### src/rtl/result_screen_ctrl_pkg.sv
// Shared definitions for the end-of-game result screen sequencer:
// result codes, sequencer states and grant bit positions.
package result_screen_ctrl_pkg;

  localparam logic [1:0] RES_NONE  = 2'b00;
  localparam logic [1:0] RES_X_WIN = 2'b01;
  localparam logic [1:0] RES_O_WIN = 2'b10;
  localparam logic [1:0] RES_DRAW  = 2'b11;

  localparam int unsigned GNT_PVP = 0;
  localparam int unsigned GNT_AI  = 1;

  typedef enum logic [2:0] {
    ST_IDLE,
    ST_ANIMATE,
    ST_HOLD,
    ST_ACK,
    ST_RELEASE
  } state_e;

endpackage

### src/rtl/result_screen_ctrl_frame_tick_gen.sv
// Free-running animation frame strobe: a one-cycle clock-enable pulse
// every CLOCK_SPEED/FRAME_RATE cycles.
module frame_tick_gen #(
  parameter int unsigned CLOCK_SPEED = 100_000_000,
  parameter int unsigned FRAME_RATE  = 6
) (
  input  logic clk,
  input  logic reset,
  output logic frame_tick
);

  localparam int unsigned RATE   = (FRAME_RATE == 0) ? 1 : FRAME_RATE;
  localparam int unsigned PERIOD = (CLOCK_SPEED / RATE == 0) ? 1 : CLOCK_SPEED / RATE;
  localparam int unsigned CNT_W  = (PERIOD > 1) ? $clog2(PERIOD) : 1;
  localparam logic [CNT_W-1:0] LAST = CNT_W'(PERIOD - 1);

  logic [CNT_W-1:0] cnt_q, cnt_d;
  logic             tick_q, tick_d;

  always_comb begin
    tick_d = (cnt_q == LAST);
    cnt_d  = tick_d ? '0 : cnt_q + CNT_W'(1);
  end

  always_ff @(posedge clk) begin
    if (reset) begin
      cnt_q  <= '0;
      tick_q <= 1'b0;
    end else begin
      cnt_q  <= cnt_d;
      tick_q <= tick_d;
    end
  end

  assign frame_tick = tick_q;

endmodule

### src/rtl/result_screen_ctrl.sv
// Result screen sequencer: arbitrates PvP/AI result requests and drives the
// shared animation engine. Optional macro: RESULT_ANIM_TIMEOUT_EN.
module result_screen_ctrl
  import result_screen_ctrl_pkg::*;
#(
  parameter int unsigned CLOCK_SPEED         = 100_000_000,
  parameter int unsigned FRAME_RATE          = 6,
  parameter int unsigned HOLD_FRAMES         = 12,
  parameter int unsigned ANIM_TIMEOUT_FRAMES = 64
) (
  input  logic       clk,
  input  logic       reset,
  input  logic [1:0] req_pvp,
  input  logic [1:0] req_ai,
  input  logic       anim_done,
  output logic       frame_tick,
  output logic       anim_start,
  output logic [1:0] anim_sel,
  output logic       show_result,
  output logic [1:0] grant,
  output logic       ack_pvp,
  output logic       ack_ai,
  output logic       busy
);

  localparam int unsigned HOLD_EFF = (HOLD_FRAMES == 0) ? 1 : HOLD_FRAMES;
  localparam int unsigned TO_EFF   = (ANIM_TIMEOUT_FRAMES == 0) ? 1 : ANIM_TIMEOUT_FRAMES;
  localparam int unsigned FMAX     = (HOLD_EFF > TO_EFF) ? HOLD_EFF : TO_EFF;
  localparam int unsigned FCNT_W   = $clog2(FMAX + 1);
  localparam logic [FCNT_W-1:0] HOLD_LAST = FCNT_W'(HOLD_EFF - 1);
`ifdef RESULT_ANIM_TIMEOUT_EN
  localparam logic [FCNT_W-1:0] TO_LAST = FCNT_W'(TO_EFF - 1);
`endif

  state_e            state_q, state_d;
  logic [1:0]        grant_q, grant_d;
  logic [1:0]        sel_q, sel_d;
  logic              last_ai_q, last_ai_d;
  logic [FCNT_W-1:0] fcnt_q, fcnt_d;
  logic              anim_start_q, anim_start_d;
  logic              show_q, show_d;
  logic              ack_pvp_q, ack_pvp_d;
  logic              ack_ai_q, ack_ai_d;
  logic              busy_q, busy_d;
  logic [1:0]        gnt_req;

  frame_tick_gen #(
    .CLOCK_SPEED(CLOCK_SPEED),
    .FRAME_RATE (FRAME_RATE)
  ) u_tick (
    .clk       (clk),
    .reset     (reset),
    .frame_tick(frame_tick)
  );

  always_ff @(posedge clk) begin
    if (reset) begin
      state_q      <= ST_IDLE;
      grant_q      <= '0;
      sel_q        <= RES_NONE;
      last_ai_q    <= 1'b1;
      fcnt_q       <= '0;
      anim_start_q <= 1'b0;
      show_q       <= 1'b0;
      ack_pvp_q    <= 1'b0;
      ack_ai_q     <= 1'b0;
      busy_q       <= 1'b0;
    end else begin
      state_q      <= state_d;
      grant_q      <= grant_d;
      sel_q        <= sel_d;
      last_ai_q    <= last_ai_d;
      fcnt_q       <= fcnt_d;
      anim_start_q <= anim_start_d;
      show_q       <= show_d;
      ack_pvp_q    <= ack_pvp_d;
      ack_ai_q     <= ack_ai_d;
      busy_q       <= busy_d;
    end
  end

  always_comb begin
    state_d   = state_q;
    grant_d   = grant_q;
    sel_d     = sel_q;
    last_ai_d = last_ai_q;
    fcnt_d    = fcnt_q;
    gnt_req   = grant_q[GNT_PVP] ? req_pvp : req_ai;
    case (state_q)
      ST_IDLE: begin
        // On a tie, the requester not served last time wins.
        if ((req_pvp != RES_NONE) && ((req_ai == RES_NONE) || last_ai_q)) begin
          grant_d          = '0;
          grant_d[GNT_PVP] = 1'b1;
          sel_d            = req_pvp;
          last_ai_d        = 1'b0;
          fcnt_d           = '0;
          state_d          = ST_ANIMATE;
        end else if (req_ai != RES_NONE) begin
          grant_d         = '0;
          grant_d[GNT_AI] = 1'b1;
          sel_d           = req_ai;
          last_ai_d       = 1'b1;
          fcnt_d          = '0;
          state_d         = ST_ANIMATE;
        end
      end
      ST_ANIMATE: begin
        if (gnt_req == RES_NONE) begin
          state_d = ST_IDLE;
        end else if (anim_done) begin
          state_d = ST_HOLD;
          fcnt_d  = '0;
        end
`ifdef RESULT_ANIM_TIMEOUT_EN
        else if (frame_tick) begin
          if (fcnt_q == TO_LAST) begin
            state_d = ST_HOLD;
            fcnt_d  = '0;
          end else begin
            fcnt_d = fcnt_q + FCNT_W'(1);
          end
        end
`endif
      end
      ST_HOLD: begin
        if (gnt_req == RES_NONE) begin
          state_d = ST_IDLE;
        end else if (frame_tick) begin
          if (fcnt_q == HOLD_LAST) state_d = ST_ACK;
          else                     fcnt_d  = fcnt_q + FCNT_W'(1);
        end
      end
      ST_ACK:     state_d = ST_RELEASE;
      ST_RELEASE: if (gnt_req == RES_NONE) state_d = ST_IDLE;
      default:    state_d = ST_IDLE;
    endcase
    if (state_d == ST_IDLE) begin
      grant_d = '0;
      sel_d   = RES_NONE;
    end
  end

  // Outputs are registered, so they are decoded from the next state.
  always_comb begin
    busy_d       = (state_d != ST_IDLE);
    anim_start_d = (state_d != ST_IDLE);
    show_d       = (state_d inside {ST_HOLD, ST_ACK, ST_RELEASE});
    ack_pvp_d    = (state_d == ST_ACK) && grant_d[GNT_PVP];
    ack_ai_d     = (state_d == ST_ACK) && grant_d[GNT_AI];
  end

  assign anim_start  = anim_start_q;
  assign anim_sel    = sel_q;
  assign show_result = show_q;
  assign grant       = grant_q;
  assign ack_pvp     = ack_pvp_q;
  assign ack_ai      = ack_ai_q;
  assign busy        = busy_q;

endmodule

### config.mk
export PLATFORM = sky130hd
export DESIGN_NAME = result_screen_ctrl
export DESIGN_NICKNAME = d
export VERILOG_FILES = /design/src/rtl/result_screen_ctrl_pkg.sv /design/src/rtl/result_screen_ctrl_frame_tick_gen.sv /design/src/rtl/result_screen_ctrl.sv
export SDC_FILE = /design/constraint.sdc
export NUM_CORES = 1
export LEC_CHECK = 0
export CAP_MARGIN = 15
export CORE_ASPECT_RATIO = 0.5
export CORE_MARGIN = 10
export CORE_UTILIZATION = 57
export CTS_CLUSTER_SIZE = 20
export DETAILED_ROUTE_END_ITERATION = 10
export PLACE_DENSITY = 0.83
export SYNTH_ARGS = -nofsm -noshare
export SYNTH_HDL_FRONTEND = slang
export SYNTH_SLANG_ARGS = --single-unit
### constraint.sdc
create_clock -name clk -period 2.1 [get_ports clk]
set_input_delay 0.42 -clock clk [delete_from_list [all_inputs] [get_ports clk]]
set_output_delay 0.42 -clock clk [all_outputs]
set_load 0.01 [all_outputs]
==> results of run 1 <==
==> critical path, stage by stage <==
cell	delay (ns)
clkdlybuf4s50_1	0.51
nor3_2	0.35
nor4_1	0.13
or3_4	0.35
or4_1	0.52
nand2_1	0.09
==> power groups by stage <==
stage | registers, mW | logic [mW] | clock network, mW
2_1_floorplan | 0.907 | 0.143 | 0
3_3_place_gp | 0.909 | 0.266 | 0
3_5_place_dp | 0.912 | 0.274 | 0
4_1_cts | 0.892 | 0.277 | 0.548
5_1_grt | 0.900 | 0.311 | 0.589
6_report | 0.894 | 0.287 | 0.537
==> metrics by stage <==
step           total power [mW]  setup TNS, ns
2_1_floorplan             1.049              0
4_1_cts                   1.717              0
5_1_grt                   1.799        -0.1591
3_5_place_dp              1.186         -2.300
3_3_place_gp              1.175         -1.901
6_report                  1.718       -0.01957
==> cell usage after synthesis, types with 3 or more instances <==
library cell	number
a21oi_1	11
and2_1	4
and3_1	6
and4_1	5
buf_2	6
dfxtp_1	44
ha_1	3
inv_1	8
nand2_1	14
nand3_1	10
nand3b_1	5
nand4_1	6
nor2_1	37
nor3_1	9
nor3b_1	3
o21ai_0	5
or3_1	5
or4_1	3
or4b_1	3
xnor2_1	13
xor2_1	10
==> state kept, by name, summed over array words and instances (netlist names) <==
register,cells
ack_pvp,1
u_tick.frame_tick,1
u_tick.cnt_q,24
state_q,3
busy,1
show_result,1
ack_ai,1
anim_sel,2
fcnt_q,7
last_ai_q,1
grant,2
==> path summary, 6_finish.rpt <==
path / endpoint / slack [ns] / startpoint
max reg2reg: ack_pvp / 0.14 / fcnt_q[2]
max: fcnt_q[3] / -0.02 / req_ai[1]
min reg2reg: anim_sel[1] / 0.47 / anim_sel[1]
min: anim_sel[1] / 0.47 / anim_sel[1]
==> area by class of cell <==
| class | count | area share (%) |
|---|---|---|
| multi-input combinational | 181 | 45.58 |
| sequential | 44 | 34.17 |
| timing repair buffer | 39 | 13.11 |
| clock buffer | 8 | 3.495 |
| tap | 51 | 2.476 |
| inverter | 8 | 1.165 |
==> per-layer routing <==
layer | vias to the layer above | global-route usage [%] | part of all wire (%) | wire, um
li1 | 931 | - | - | -
met1 | 900 | 16.65 | 41 | 2109
met2 | 83 | 25.92 | 49 | 2490
met3 | 15 | 3.955 | 6.8 | 344
met4 | 0 | 4.362 | 2.8 | 141
met5 | - | 0 | 0 | 0
==> cell families after synthesis <==
logic type	share of synthesized area [%]
XOR/XNOR	9.515
buffers and inverters	3.783
adder cells (fa/ha/maj)	1.773
flip-flops	41.61
AND/OR/NAND/NOR	33.10
AO/OA/AOI/OAI	10.22
==> results.sh, run 1 <==
export IMPL_p_sw_share_pct=25.89
export IMPL_fmax_mhz=471.8
export IMPL_clock_latency_ns=0.29
export IMPL_hp_class="reg2reg"
export IMPL_ir_worst_vdd_mv=0.3314
export IMPL_grt_util_all_layers_pct=14.56
export IMPL_p_clk_share_pct=31.3
export IMPL_ys_top_cells_by_area="dfxtp_1 42%, nor2_1 6.6%, xnor2_1 5.4%, xor2_1 4.1%, a21oi_1 2.6%"
export IMPL_ys_warn_count=0
export IMPL_design_area_um2=2577
export IMPL_yosys_register_bits=44
export IMPL_worstMarginPinSlew_ns=0.4476
export IMPL_drv_cap=0
export IMPL_die_h_um=63.10
export IMPL_dp_slack_ns=-0.2588
export IMPL_port_buffers=16
export IMPL_core_um2=3510
export IMPL_p_switching_mw=0.4449
export IMPL_dp_final_hpwl_um=3560
export IMPL_design_die_area_um2=6700
export IMPL_status="finished with violations"
export IMPL_grt_overflow_total=0
export IMPL_rows=15
export IMPL_slew_viol_final=0
export IMPL_p_int_mw=1.274
export IMPL_postLayoutSetupSlackWorst_ns=-0.01957
export IMPL_routed_wl_um=5086
export IMPL_yosys_area_top_type="dfxtp_1"
export IMPL_post_cts_buffers=0
export IMPL_min_path_cells=1
export IMPL_syn_area_um2=2117
export IMPL_yosys_cell_types_count=47
export IMPL_drtAntennaViolNets=0
export IMPL_synthesis_nets=253
export IMPL_num_io_pins=17
export IMPL_hold_buffers=0
export IMPL_syn_avg_cell_area_um2=8.712
export IMPL_dp_cells=323
export IMPL_cts_root_buffer="clkbuf_8"
export IMPL_cp_start_kind="input port"
export IMPL_whs_ns=0.4653
export IMPL_finalNetCount=289
export IMPL_h_tree_depth=2
export IMPL_cts_resized=0
export IMPL_antenna_cells=0
export IMPL_stdcell_count=331
export IMPL_final_common_cell="dfxtp_1"
export IMPL_clock_sinks=44
export IMPL_worstSetupEndpointType="flip-flop"
export IMPL_arrival_ns=2.36
export IMPL_cts_buffers=5
export IMPL_setup_viol_count_final=1
export IMPL_p_comb_share_pct=16.7
export IMPL_nFillCells=260
export IMPL_synth_edf_count=0
export IMPL_fin_worst_skew_ns=0.008431
export IMPL_grt_pass1_vias=1826
export IMPL_grt_pass1_wl_um=8231
export IMPL_wl_per_cell_um=15.37
export IMPL_period_share_pct=100.9
export IMPL_area_growth_syn_to_layout_pct=21.75
export IMPL_finalWeightedCongestion=0.8365
export IMPL_drive_gt1_share_pct=14.29
export IMPL_synth_top_cell_area_share_pct=41.61
export IMPL_vias_per_cell=5.828
export IMPL_tritoncts="done"
export IMPL_synth_seq_area_share_pct=41.61
export IMPL_critPathRequiredTime_ns=2.34
export IMPL_grt_start_max_net_pins=25
export IMPL_hold_viol=0
export IMPL_seqPwrFrac_pct=52.0
export IMPL_dpl_cell_area_um2=2464
export IMPL_r2r_cells=5
export IMPL_clockBufferDepth=2
export IMPL_p_leak_nw=0.9672
export IMPL_seq_area_um2=880.8
export IMPL_synthFlopType="dfxtp_1"
export IMPL_path_max_fanout=4
export IMPL_synthCells=243
export IMPL_p_per_area_nw_per_um2=666.7
export IMPL_drt_initial_drc_count=122
export IMPL_die_x_um=106.2
export IMPL_multi_input_area_um2=1175
export IMPL_period_needed_ns=2.120
export IMPL_vias=1929
export IMPL_crit_type="in2reg"
export IMPL_antenna_found_initial=0
export IMPL_async_reset_ff_share_pct=0
export IMPL_failed_checks="setup timing"
export IMPL_path_clk_slew_ns=0.08
export IMPL_utilization_pct=73.44
export IMPL_initial_core_util_pct=60.32
export IMPL_post_route_drc_count=0
export IMPL_relSlewSlack_pct=69.88
export IMPL_final_cell_mix="44 x dfxtp_1, 37 x nor2_1, 23 x buf_4"
export IMPL_drtPass1Iterations=4
(Power assumes the default switching activity.)
==> run 2: changes to the inputs <==
--- a/config.mk
+++ b/config.mk
@@ -6,9 +6,11 @@
 export NUM_CORES = 1
 export LEC_CHECK = 0
 export CAP_MARGIN = 15
+export CELL_PAD_IN_SITES_DETAIL_PLACEMENT = 0
+export CELL_PAD_IN_SITES_GLOBAL_PLACEMENT = 2
 export CORE_ASPECT_RATIO = 0.5
 export CORE_MARGIN = 10
-export CORE_UTILIZATION = 57
+export CORE_UTILIZATION = 35
 export CTS_CLUSTER_SIZE = 20
 export DETAILED_ROUTE_END_ITERATION = 10
 export PLACE_DENSITY = 0.83
==> run 2 against run 1 <==
  * The flow now finishes without violations
  * Combinational power grew 1%
  * Sequential power shrank 0.4%
  * Non-clock buffer count grew 1
  * Largest cell class unchanged
  * Utilization shrank 26 points
  * Wire length shrank 4.3%
  * Global-route usage shrank 4.0 points
  * Critical path type unchanged
  * Total power grew 20%
  * Cell count grew 6.9%
  * Register-to-register slack gained 0.07 ns
==> results.sh, run 2 (synthesis results as in run 1) <==
export IMPL_worstSetupEndpointType="flip-flop"
export IMPL_ir_worst_vdd_mv=0.3024
export IMPL_setup_viol_count_final=0
export IMPL_finalWeightedCongestion=0.8365
export IMPL_multi_input_area_um2=1181
export IMPL_slew_viol_final=0
export IMPL_dpl_cell_area_um2=2504
export IMPL_p_leak_nw=1.038
export IMPL_fin_worst_skew_ns=0.004046
export IMPL_nFillCells=571
export IMPL_stdcell_count=354
export IMPL_postLayoutSetupSlackWorst_ns=0.1933
export IMPL_critPathRequiredTime_ns=2.32
export IMPL_final_common_cell="dfxtp_1"
export IMPL_num_io_pins=17
export IMPL_clock_latency_ns=0.28
export IMPL_wl_per_cell_um=13.75
export IMPL_top_regs="u_tick.cnt_q: 24 flops, fcnt_q: 7 flops, state_q: 3 flops"
export IMPL_worstReg2RegEnd="ack_pvp"
export IMPL_p_per_area_nw_per_um2=758.4
export IMPL_area_growth_syn_to_layout_pct=28.01
export IMPL_routed_wl_um=4866
export IMPL_initial_core_util_pct=37.42
export IMPL_clock_sinks=44
export IMPL_dp_cells=345
export IMPL_post_route_drc_count=0
export IMPL_hp_class="reg2reg"
export IMPL_endpoint="fcnt_q[4]"
export IMPL_grt_pass1_wl_um=8252
export IMPL_dp_slack_ns=-0.3563
export IMPL_clockBufferDepth=2
export IMPL_fmax_mhz=524.5
export IMPL_vias_per_cell=5.105
export IMPL_grt_setup_unrepaired="no"
export IMPL_antenna_cells=0
export IMPL_drtPass1Iterations=4
export IMPL_grt_util_all_layers_pct=10.53
export IMPL_grt_start_max_net_pins=25
export IMPL_largest_reg_flops=24
export IMPL_die_x_um=130.0
export IMPL_hold_buffers=0
export IMPL_cp_start_kind="input port"
export IMPL_path_clk_slew_ns=0.06
export IMPL_path_max_fanout=6
export IMPL_worstReg2RegStart="fcnt_q[2]"
export IMPL_grt_pass1_vias=1729
export IMPL_design_area_um2=2710
export IMPL_design_die_area_um2=9748
export IMPL_largest_register="u_tick.cnt_q"
export IMPL_tritoncts="done"
export IMPL_final_cell_mix="44 x dfxtp_1, 37 x nor2_1, 23 x buf_4"
export IMPL_worstMarginPinSlew_ns=0.3794
export IMPL_vias=1807
export IMPL_period_needed_ns=1.907
export IMPL_h_tree_depth=2
export IMPL_reg2reg_slack_ns=0.21
export IMPL_core_um2=5658
export IMPL_antenna_found_initial=0
export IMPL_drive_gt1_share_pct=15.30
export IMPL_seq_area_um2=880.8
export IMPL_arrival_ns=2.12
export IMPL_period_share_pct=90.80
export IMPL_drt_initial_drc_count=113
export IMPL_startpoint="anim_done"
export IMPL_die_h_um=75.00
export IMPL_rows=19
export IMPL_p_total_mw=2.055
export IMPL_drv_cap=0
export IMPL_cts_root_buffer="clkbuf_16"
export IMPL_hold_viol=0
export IMPL_status="finished, final reports clean"
export IMPL_r2r_cells=5
export IMPL_crit_type="in2reg"
export IMPL_cts_buffers=5
export IMPL_finalNetCount=290
export IMPL_port_buffers=16
export IMPL_drtAntennaViolNets=0
export IMPL_dp_final_hpwl_um=3500
export IMPL_setup_tns_ns=0
export IMPL_relSlewSlack_pct=74.05
export IMPL_grt_overflow_total=0
-- run 2: routing by layer --
layer | wire length [um] | global-route usage (%) | up-vias
li1 | - | - | 938
met5 | 0 | 0 | -
met3 | 180 | 3.364 | 5
met1 | 2495 | 13.17 | 839
met4 | 46 | 3.342 | 0
met2 | 2144 | 17.11 | 25
-- run 2: what timing repair did --
item / 4_1_cts / 5_1_grt
gates resized for setup: 1 / 7
setup endpoints to repair: 5 / 8
setup buffers: 0 / 1
pin swaps: 0 / 3
-- run 2: how the worst min path moves through the flow --
stage                          startpoint              end  slack (ns)  cells after the start
final                     u_tick.cnt_q[0]  u_tick.cnt_q[0]        0.46                      1
after global routing          anim_sel[0]      anim_sel[0]        0.49                      1
after CTS                     anim_sel[1]      anim_sel[1]        0.47                      1
after detailed placement      anim_sel[1]      anim_sel[1]        0.45                      1
after global placement    u_tick.cnt_q[0]  u_tick.cnt_q[0]        0.44                      1
after floorplan           u_tick.cnt_q[0]  u_tick.cnt_q[0]        0.43                      1
-- run 2: critical path, stage by stage --
cell and delay [ns]:
clkdlybuf4s50_1 0.48, nand3b_1 0.16, a211oi_2 0.30, o21ai_2 0.13, buf_4 0.16, or3_1 0.34, a21oi_1 0.14
-- run 2: layout make-up --
class                      instances  share of cell area, %
sequential                        44                  32.50
timing repair buffer              40                  13.39
clock buffer                       6                  4.755
tap                               73                  3.370
clock inverter                     2                  1.293
multi-input combinational        181                  43.58
inverter                           8                  1.108
-- run 2: where the power goes --
part	total [mW]	internal [mW]	switching [mW]	leakage, nW
registers	0.890	0.864	0.0263	0.357
logic	0.291	0.146	0.145	0.600
clock network	0.874	0.559	0.315	0.0808
total	2.06	1.57	0.486	1.04
-- run 2: through the flow --
step / hold slack (ns) / util, %
after detailed placement: 0.4509 / 44.25
after floorplan: 0.4292 / -
after CTS: 0.4651 / 47.24
after global placement: 0.4374 / 44.25
after global routing: 0.4878 / 47.90
final: 0.4634 / 47.90
==> run 3: changes to the inputs <==
--- a/config.mk
+++ b/config.mk
@@ -5,7 +5,7 @@
 export SDC_FILE = /design/constraint.sdc
 export NUM_CORES = 1
 export LEC_CHECK = 0
-export CAP_MARGIN = 15
+export CAP_MARGIN = 20
 export CELL_PAD_IN_SITES_DETAIL_PLACEMENT = 0
 export CELL_PAD_IN_SITES_GLOBAL_PLACEMENT = 2
 export CORE_ASPECT_RATIO = 0.5
==> results of run 3 <==
Final layout, timing and power as in run 2 (identical DEF).
